$ cat config.mk
export PLATFORM = sky130hd
export DESIGN_NAME = mul_issue
export DESIGN_NICKNAME = d
export VERILOG_FILES = /design/src/rtl/mext_pkg.sv /design/src/rtl/mul_rcache.sv /design/src/rtl/mul_issue.sv
export SDC_FILE = /design/constraint.sdc
export NUM_CORES = 1
export LEC_CHECK = 0
export ABC_AREA = 0
export ABC_CLOCK_PERIOD_IN_PS = 23100
export CAP_MARGIN = 20
export CORE_MARGIN = 4
export CORE_UTILIZATION = 45
export CTS_BUF_LIST = sky130_fd_sc_hd__clkbuf_4
export DETAILED_ROUTE_END_ITERATION = 16
export PLACE_DENSITY = 0.73
export SLEW_MARGIN = 20
export SYNTH_ARGS = -nofsm -noshare
export SYNTH_HDL_FRONTEND = slang
export SYNTH_SLANG_ARGS = --single-unit
export TNS_END_PERCENT = 20
$ cat constraint.sdc
create_clock -name clk -period 23.1 [get_ports clk]
set_clock_uncertainty 0.05 [all_clocks]
set_input_delay 4.62 -clock clk [delete_from_list [all_inputs] [get_ports clk]]
set_output_delay 4.62 -clock clk [all_outputs]
set_load 0.005 [all_outputs]
$ cat src/rtl/mext_pkg.sv
// Shared RV32M execute-stage types: multiply control encoding and issue FSM states.
package mext_pkg;

    typedef logic [1:0] mul_ctl_t;

    localparam mul_ctl_t MULCTL_MUL    = 2'b00;
    localparam mul_ctl_t MULCTL_MULH   = 2'b01;
    localparam mul_ctl_t MULCTL_MULHSU = 2'b10;
    localparam mul_ctl_t MULCTL_MULHU  = 2'b11;

    localparam int FUNCT3_DIV_BIT = 2;

    typedef enum logic [2:0] {
        S_IDLE,
        S_ISSUE,
        S_WAIT,
        S_DONE,
        S_DRAIN
    } mul_issue_state_t;

endpackage

$ cat src/rtl/mul_rcache.sv
// One-entry multiply result cache, tagged by control and both operands.
module mul_rcache
    import mext_pkg::*;
(
    input  logic        clk,
    input  logic        rst,
    input  logic        lookup,
    input  logic [1:0]  lookup_ctl,
    input  logic [31:0] lookup_a,
    input  logic [31:0] lookup_b,
    output logic        hit,
    output logic [31:0] hit_data,
    input  logic        fill,
    input  logic [1:0]  fill_ctl,
    input  logic [31:0] fill_a,
    input  logic [31:0] fill_b,
    input  logic [31:0] fill_data,
    input  logic        invalidate
);

    logic        vld;
    mul_ctl_t    tag_ctl;
    logic [31:0] tag_a;
    logic [31:0] tag_b;
    logic [31:0] data;

    always_ff @(posedge clk or posedge rst) begin
        if (rst) begin
            vld     <= 1'b0;
            tag_ctl <= MULCTL_MUL;
            tag_a   <= '0;
            tag_b   <= '0;
            data    <= '0;
        end else if (invalidate) begin
            vld <= 1'b0;
        end else if (fill) begin
            vld     <= 1'b1;
            tag_ctl <= fill_ctl;
            tag_a   <= fill_a;
            tag_b   <= fill_b;
            data    <= fill_data;
        end
    end

    assign hit      = lookup && vld && (tag_ctl == lookup_ctl) &&
                      (tag_a == lookup_a) && (tag_b == lookup_b);
    assign hit_data = data;

endmodule

$ cat src/rtl/mul_issue.sv
// Issue/retire controller in front of the multiply unit: strobes mu, waits for
// its result (with timeout), and retires through a one-cycle writeback pulse.
module mul_issue
    import mext_pkg::*;
#(
    parameter int TIMEOUT = 64
) (
    input  logic        clk,
    input  logic        rst,
    input  logic        req,
    input  logic [2:0]  funct3,
    input  logic [31:0] rs1,
    input  logic [31:0] rs2,
    input  logic [4:0]  rd,
    input  logic        flush,
    output logic        ready,
    output logic        busy,
    output logic        mu_strb,
    output logic [31:0] mu_a,
    output logic [31:0] mu_b,
    output logic [1:0]  mu_ctl,
    input  logic [31:0] mu_res,
    input  logic        mu_valid,
    output logic        wb_valid,
    output logic [4:0]  wb_rd,
    output logic [31:0] wb_data,
    output logic        wb_err
);

    localparam int CW = $clog2(TIMEOUT + 1);

    mul_issue_state_t state, state_nxt;
    logic [CW-1:0]    cnt;
    logic [4:0]       op_rd;
    logic             accept;
    logic             rd_zero;
    logic             hit;
    logic [31:0]      hit_data;
    logic             tmo;
    logic             fill;
    logic             inval;

    assign accept  = (state == S_IDLE) && req && !funct3[FUNCT3_DIV_BIT] && !flush;
    assign rd_zero = (rd == 5'd0);
    assign tmo     = (cnt == CW'(TIMEOUT - 1));
    assign fill    = (state == S_WAIT) && mu_valid && !flush;
    assign inval   = (state == S_WAIT) && !mu_valid && !flush && tmo;

    assign ready    = (state == S_IDLE);
    assign busy     = (req && !ready) || (state != S_IDLE);
    assign mu_strb  = (state == S_ISSUE);
    assign wb_valid = (state == S_DONE) && !flush;

    mul_rcache u_rcache (
        .clk        (clk),
        .rst        (rst),
        .lookup     (accept && !rd_zero),
        .lookup_ctl (funct3[1:0]),
        .lookup_a   (rs1),
        .lookup_b   (rs2),
        .hit        (hit),
        .hit_data   (hit_data),
        .fill       (fill),
        .fill_ctl   (mu_ctl),
        .fill_a     (mu_a),
        .fill_b     (mu_b),
        .fill_data  (mu_res),
        .invalidate (inval)
    );

    always_ff @(posedge clk or posedge rst) begin
        if (rst) state <= S_IDLE;
        else     state <= state_nxt;
    end

    always_comb begin
        state_nxt = state;
        case (state)
            S_IDLE:  if (accept) state_nxt = (rd_zero || hit) ? S_DONE : S_ISSUE;
            S_ISSUE: state_nxt = flush ? S_DRAIN : S_WAIT;
            S_WAIT: begin
                // A result arriving together with flush is simply dropped.
                if (flush)              state_nxt = mu_valid ? S_IDLE : S_DRAIN;
                else if (mu_valid || tmo) state_nxt = S_DONE;
            end
            S_DONE:  state_nxt = S_IDLE;
            S_DRAIN: if (mu_valid || tmo) state_nxt = S_IDLE;
            default: state_nxt = S_IDLE;
        endcase
    end

    always_ff @(posedge clk or posedge rst) begin
        if (rst) begin
            mu_a    <= '0;
            mu_b    <= '0;
            mu_ctl  <= '0;
            op_rd   <= '0;
            cnt     <= '0;
            wb_rd   <= '0;
            wb_data <= '0;
            wb_err  <= 1'b0;
        end else begin
            if (accept) begin
                mu_a   <= rs1;
                mu_b   <= rs2;
                mu_ctl <= funct3[1:0];
                op_rd  <= rd;
            end
            if (state == S_ISSUE || (state_nxt == S_DRAIN && state != S_DRAIN))
                cnt <= '0;
            else if (state == S_WAIT || state == S_DRAIN)
                cnt <= cnt + CW'(1);
            // Writeback registers load only on entry to DONE so they hold between retires.
            if (state_nxt == S_DONE && state != S_DONE) begin
                if (state == S_IDLE) begin
                    wb_rd   <= rd;
                    wb_data <= rd_zero ? 32'd0 : hit_data;
                    wb_err  <= 1'b0;
                end else begin
                    wb_rd   <= op_rd;
                    wb_data <= mu_valid ? mu_res : 32'd0;
                    wb_err  <= !mu_valid;
                end
            end
        end
    end

endmodule

==> results of run 1 <==
-- metal layers --
metal | wire length [um] | part of all wire (%) | vias up | global-route usage, %
met5 | 8 | 0.033 | - | 0
met4 | 557 | 2.3 | 2 | 6.73
met3 | 2000 | 8.4 | 46 | 6.87
met2 | 10900 | 46 | 230 | 29.9
met1 | 10400 | 44 | 3373 | 26.4
li1 | - | - | 3160 | -
-- registers in the layout (all words and copies together), names as in the netlist, 3 cells and up --
signal	flops
cnt	7
state	3
u_rcache.tag_b	32
wb_rd	5
wb_data	32
op_rd	5
mu_a	32
u_rcache.tag_a	32
mu_b	32
u_rcache.hit_data	32
-- logic make-up (layout without fill, tap and decap cells) --
| logic type | count (synthesis) | after routing |
|---|---|---|
| compound gates | 46 | 46 |
| xor+xnor | 52 | 52 |
| fa+ha+maj | 1 | 1 |
| buf+inv | 37 | 324 |
| flops | 218 | 218 |
| mux | 205 | 205 |
| other cells | 0 | 1 |
| simple gates | 165 | 165 |
-- per-stage QoR --
step                      hold slack, ps  cell area (sq um)  utilization [%]  std cells
final                                436              12800             60.7       1287
after global routing                 461              12800             60.7       1287
after CTS                            442              12800             60.6       1286
after detailed placement             428              12100             57.3       1190
after global placement               418              12100             57.3       1190
after floorplan                      415               9710                -        724
-- worst paths after layout --
check                             from                 end  slack [ps]  cells past startpoint
setup / recovery                 flush            wb_valid       12490                      3
hold / removal             wb_data[22]         wb_data[22]         440                      1
setup reg to reg              state[2]          wb_data[2]       19390                      8
hold reg to reg            wb_data[22]         wb_data[22]         440                      1
max in group asynchronous          rst          wb_data[7]       17160                      3
min in group asynchronous          rst  u_rcache.tag_b[10]        4450                      2
-- worst register-to-register path, cell delays in order (launching register included) --
cell and delay (ps):
dfrtp_1 470, or3_1 610, clkinv_4 180, nand3_4 430, buf_4 500, o31a_1 410
o21ai_4 60, buf_4 450, mux2_2 440
-- power breakdown --
group	switching, mW	internal [mW]	leakage, nW
registers	0.0947	0.528	2.77
clock network	0.150	0.171	0.423
logic	0.169	0.301	2.45
total	0.414	1.00	5.64
-- cells in the mapped netlist, types with 8 or more instances --
master / count / area, sq um
nor3_1: 10 / 50.1
nand3_1: 10 / 50.1
a22o_1: 32 / 280
nand4_1: 37 / 231
dfrtp_1: 218 / 5460
mux2_2: 198 / 2230
clkbuf_1: 23 / 86.3
nor4_1: 8 / 50.1
nor2_1: 14 / 52.6
nand2_1: 31 / 116
xnor2_1: 49 / 429
nand2b_1: 44 / 275
-- layout make-up --
type	count	share of cell area [%]
clock buffer	88	5.15
tap	275	2.68
inverter	6	0.312
timing repair buffer	222	17.2
clock inverter	8	0.273
multi-input combinational	469	31.8
sequential	218	42.5
antenna	1	0.0195
==> results.py, run 1 <==
metrics = {
    "finish": {
        "ff_latch_area_sq_mm": 0.00546,
        "drive_above_1_share_pct": 29.7,
        "mostFrequentLayoutCells": "dfrtp_1, clkdlybuf4s50_1, mux2_2",
        "multiInputGateArea_sq_mm": 0.00409,
        "nets": 1084,
        "nFillCells": 1722,
        "final_common_cell": "dfrtp_1",
        "area_delta_synth_final_pct": 32.2,
    },
    "floorplanning": {
        "io_pins": 217,
        "die_h_um": 155,
        "placementRows": 53,
        "die_width_um": 155,
        "start_util_pct": 45.9,
        "coreArea_sq_mm": 0.0212,
        "die-area_sq_mm": 0.0240,
    },
    "clock_tree": {
        "clk_pin_slew_ps": 60,
        "cts.repair.resized": 0,
        "clock_path_buffers": 3,
        "cts_tree": "built",
        "cts_buffers": 57,
        "clock-sinks": 218,
        "post_cts_buffers": 0,
        "hold_buffers": 0,
        "htreeDepth": 2,
        "insertion_delay_ps": 690,
        "cts-root-buf": "clkbuf_4",
    },
    "logic_synthesis": {
        "yosys.cell_types.count": 37,
        "synth_edf_count": 0,
        "yosys.area_share.adder_pct": 0.129,
        "synth_cells": 724,
        "synth_top_family_by_area": "multiplexers",
        "synth_nets": 834,
        "ys_ff_latch": 218,
        "synthArstFlopShare_pct": 100,
        "ys.flop_type": "dfrtp_1",
        "muxShareOfSynthArea_pct": 23.8,
        "synth.yosys.seq_area_share_pct": 56.2,
        "yosys_warnings": 0,
        "syn_area_sq_mm": 0.00971,
        "syn_area_per_cell_sq_um": 13.4,
        "synthXorXnorAreaFrac_pct": 4.69,
        "synthSimpleGateAreaFrac_pct": 9.47,
        "synth-compound-area-share_pct": 3.93,
    },
    "place": {
        "io_buffers": 216,
        "place_hpwl_mm": 16.7,
        "gp_congestion": 0.845,
        "post-place-ws_ps": 12490,
    },
    "global_routing": {
        "grt_pass1_vias": 7114,
        "grt_use_total_pct": 19.7,
        "overflow": 0,
        "grt_pass1_wl_mm": 38.1,
        "grt_max_degree": 152,
        "antenna_found_initial": 2,
    },
    "sta": {
        "fmax_ghz": 0.0943,
        "finalSetupViolations": 0,
        "maxSlewHeadroom_pct": 42.8,
        "layout_min_cycle_time_ps": 10610,
        "finalCritPeriodShare_pct": 45.9,
        "worstMarginPinSlew_ps": 858,
        "rsz0062_at_grt": "no",
        "setup_tns_ps": 0,
        "final-hold-violation-count": 0,
        "layout_setup_ws_ps": 12490,
        "slew_violations": 0,
    },
    "power_and_ir_drop": {
        "ir_drop_v": 0.0000544,
        "power.density_mw_per_mm2": 110,
        "cellLeakagePower_nw": 5.64,
        "p_total_mw": 1.41,
    },
    "run": {
        "cap_violations": 0,
    },
    "route": {
        "wire_per_inst_um": 18.6,
        "drt-initial-drc-count": 321,
        "post-route-drc-count": 0,
        "num_vias": 6811,
        "ant_nets": 0,
        "vias_per_cell": 5.29,
        "first_pass_iters": 4,
        "routed_wl_mm": 23.9,
    },
    "worst_setup_path": {
        "critPathKind": "primary input to output pin",
        "critPathCaptureType": "output pin",
        "path_buf_inv": 2,
        "crit_family": "buffers and inverters",
        "worstPathCellList": "clkdlybuf4s50_1, nor4bb_1, clkdlybuf4s50_1",
        "crit_fanout": 6,
        "worstPathArrival_ps": 5940,
        "cp-start-kind": "primary input",
        "crit_required_ps": 18430,
        "crit_top_cell": "clkdlybuf4s50_1",
        "critPathMaxStageDelay_ps": 540,
        "slowest_stage": "clkdlybuf4s50_1",
    },
    "run_status": {
        "outcome": "complete, no violations",
    },
    "hold_path": {
        "hp-class": "flip-flop to flip-flop",
    },
}
Note: power is estimated with default switching activity, not from simulation.
==> run 2: changes to the inputs <==
--- a/config.mk
+++ b/config.mk
@@ -6,13 +6,13 @@
 export NUM_CORES = 1
 export LEC_CHECK = 0
 export ABC_AREA = 0
-export ABC_CLOCK_PERIOD_IN_PS = 23100
+export ABC_CLOCK_PERIOD_IN_PS = 9600
 export CAP_MARGIN = 20
 export CORE_MARGIN = 4
 export CORE_UTILIZATION = 45
 export CTS_BUF_LIST = sky130_fd_sc_hd__clkbuf_4
 export DETAILED_ROUTE_END_ITERATION = 16
-export PLACE_DENSITY = 0.73
+export PLACE_DENSITY = 0.75
 export SLEW_MARGIN = 20
 export SYNTH_ARGS = -nofsm -noshare
 export SYNTH_HDL_FRONTEND = slang
==> constraint.sdc (replaced) <==
create_clock -name clk -period 9.6 [get_ports clk]
set_clock_uncertainty 0.05 [all_clocks]
set_input_delay 1.92 -clock clk [delete_from_list [all_inputs] [get_ports clk]]
set_output_delay 1.92 -clock clk [all_outputs]
set_load 0.005 [all_outputs]
==> run 2 against run 1 <==
Against the previous run:
- setup slack worse by 8100 ps
- final area hardly changed
- non-clock buffer count unchanged
- register-to-register slack got worse by 14000 ps
- first-iteration DRC count shrank 5.3%
- critical path depth stayed put
- routed wire length down 1.8%
- flip-flop and latch count is the same
- largest cell class unchanged
==> results.py, run 2 (synthesis gave the netlist of run 1 again) <==
metrics = {
    "run_status": {
        "outcome": "complete, no violations",
    },
    "sta": {
        "maxSlewHeadroom_pct": 41.2,
        "rsz0062_at_grt": "no",
        "whs_ps": 432,
        "layout_min_cycle_time_ps": 5240,
        "setup_tns_ps": 0,
        "layout_setup_ws_ps": 4360,
        "fmax_ghz": 0.191,
        "final-hold-violation-count": 0,
        "worstMarginPinSlew_ps": 882,
        "finalSetupViolations": 0,
        "slew_violations": 0,
        "finalCritPeriodShare_pct": 54.6,
    },
    "route": {
        "routed_wl_mm": 23.5,
        "post-route-drc-count": 0,
        "wire_per_inst_um": 18.2,
        "num_vias": 6789,
        "drt-initial-drc-count": 304,
        "first_pass_iters": 4,
        "ant_nets": 0,
        "vias_per_cell": 5.27,
    },
    "finish": {
        "nets": 1083,
        "utilization_pct": 60.6,
        "area_delta_synth_final_pct": 32.1,
        "mostFrequentLayoutCells": "dfrtp_1, clkdlybuf4s50_1, mux2_2",
        "drive_above_1_share_pct": 29.2,
        "final_common_cell": "dfrtp_1",
    },
    "floorplanning": {
        "coreArea_sq_mm": 0.0212,
        "die_width_um": 155,
        "die_h_um": 155,
        "die-area_sq_mm": 0.0240,
        "io_pins": 217,
        "start_util_pct": 45.9,
        "placementRows": 53,
    },
    "global_routing": {
        "overflow": 0,
        "grt_pass1_wl_mm": 38.0,
        "antenna_found_initial": 3,
        "grt_max_degree": 150,
        "grt_pass1_vias": 7157,
        "grt_use_total_pct": 19.6,
    },
    "power_and_ir_drop": {
        "cellLeakagePower_nw": 5.63,
        "switchingPower_mw": 0.994,
        "p_seq_share_pct": 44.3,
        "p_total_mw": 3.38,
        "ir_drop_v": 0.000126,
        "power.share.clock_pct": 22.4,
        "p_int_mw": 2.39,
        "switching_share_pct": 29.4,
        "comb_power_share_pct": 33.3,
        "power.density_mw_per_mm2": 264,
    },
    "worst_setup_path": {
        "cp-start-kind": "primary input",
        "critPathCaptureType": "output pin",
        "crit_fanout": 6,
        "crit_required_ps": 7630,
        "worstPathArrival_ps": 3270,
        "critPathKind": "primary input to output pin",
    },
    "clock_tree": {
        "cts-root-buf": "clkbuf_4",
        "cts.repair.resized": 0,
        "clk_pin_slew_ps": 60,
        "post_cts_buffers": 0,
        "clock-sinks": 218,
        "htreeDepth": 2,
        "hold_buffers": 0,
        "cts_buffers": 56,
        "clock_path_buffers": 3,
        "insertion_delay_ps": 670,
        "cts_tree": "built",
    },
    "place": {
        "post-place-ws_ps": 4360,
        "io_buffers": 216,
        "place_hpwl_mm": 16.5,
        "gp_congestion": 0.837,
    },
    "hold_path": {
        "hp-class": "flip-flop to flip-flop",
    },
    "run": {
        "cap_violations": 0,
    },
}
-- run 2: cell types whose count changed in the layout (fill, tap and decap cells not counted), sizes merged --
cell,change
clkbuf,-5
clkinvlp,+1
clkinv,+6
inv,-1
-- run 2: per-stage QoR --
| step | cells | area, sq um |
|---|---|---|
| global placement | 1190 | 12100 |
| global route | 1288 | 12800 |
| detailed placement | 1190 | 12100 |
| floorplan | 724 | 9710 |
| CTS | 1287 | 12800 |
| finish | 1288 | 12800 |
-- run 2: final timing paths --
check / from / to / slack [ps] / cells after the start
max: flush / wb_valid / 4360 / 3
max in group asynchronous: rst / wb_data[0] / 6260 / 3
min: wb_data[4] / wb_data[4] / 430 / 1
min in group asynchronous: rst / u_rcache.hit_data[11] / 1700 / 2
min reg2reg: wb_data[4] / wb_data[4] / 430 / 1
max reg2reg: state[2] / wb_data[6] / 5840 / 9
-- run 2: power by group through the flow --
stage	clock network, mW	logic [mW]	registers (mW)
floorplan	0	0.588	1.48
global placement	0	1.11	1.50
detailed placement	0	1.14	1.52
CTS	0.788	1.14	1.50
global route	0.836	1.23	1.55
finish	0.756	1.13	1.50
-- run 2: layout make-up --
| cell class | instances | area (sq um) |
|---|---|---|
| inverter | 6 | 40.0 |
| antenna | 1 | 2.50 |
| clock inverter | 14 | 62.6 |
| sequential | 218 | 5460 |
| multi-input combinational | 469 | 4090 |
| fill | 1689 | 8330 |
| clock buffer | 83 | 623 |
| tap | 275 | 344 |
| timing repair buffer | 222 | 2210 |
-- run 2: worst max-delay path, cell delays in order --
cell	delay (ps)
clkdlybuf4s50_1	510
nor4bb_1	300
clkdlybuf4s50_1	550
-- run 2: per-layer routing --
layer	wire, um	GRT usage (%)	up-vias	share of wire (%)
li1	-	-	3167	-
met1	10400	26.8	3358	44
met2	10700	29.8	217	45
met3	1930	6.59	43	8.2
met4	437	5.72	4	1.9
met5	26	0	-	0.11
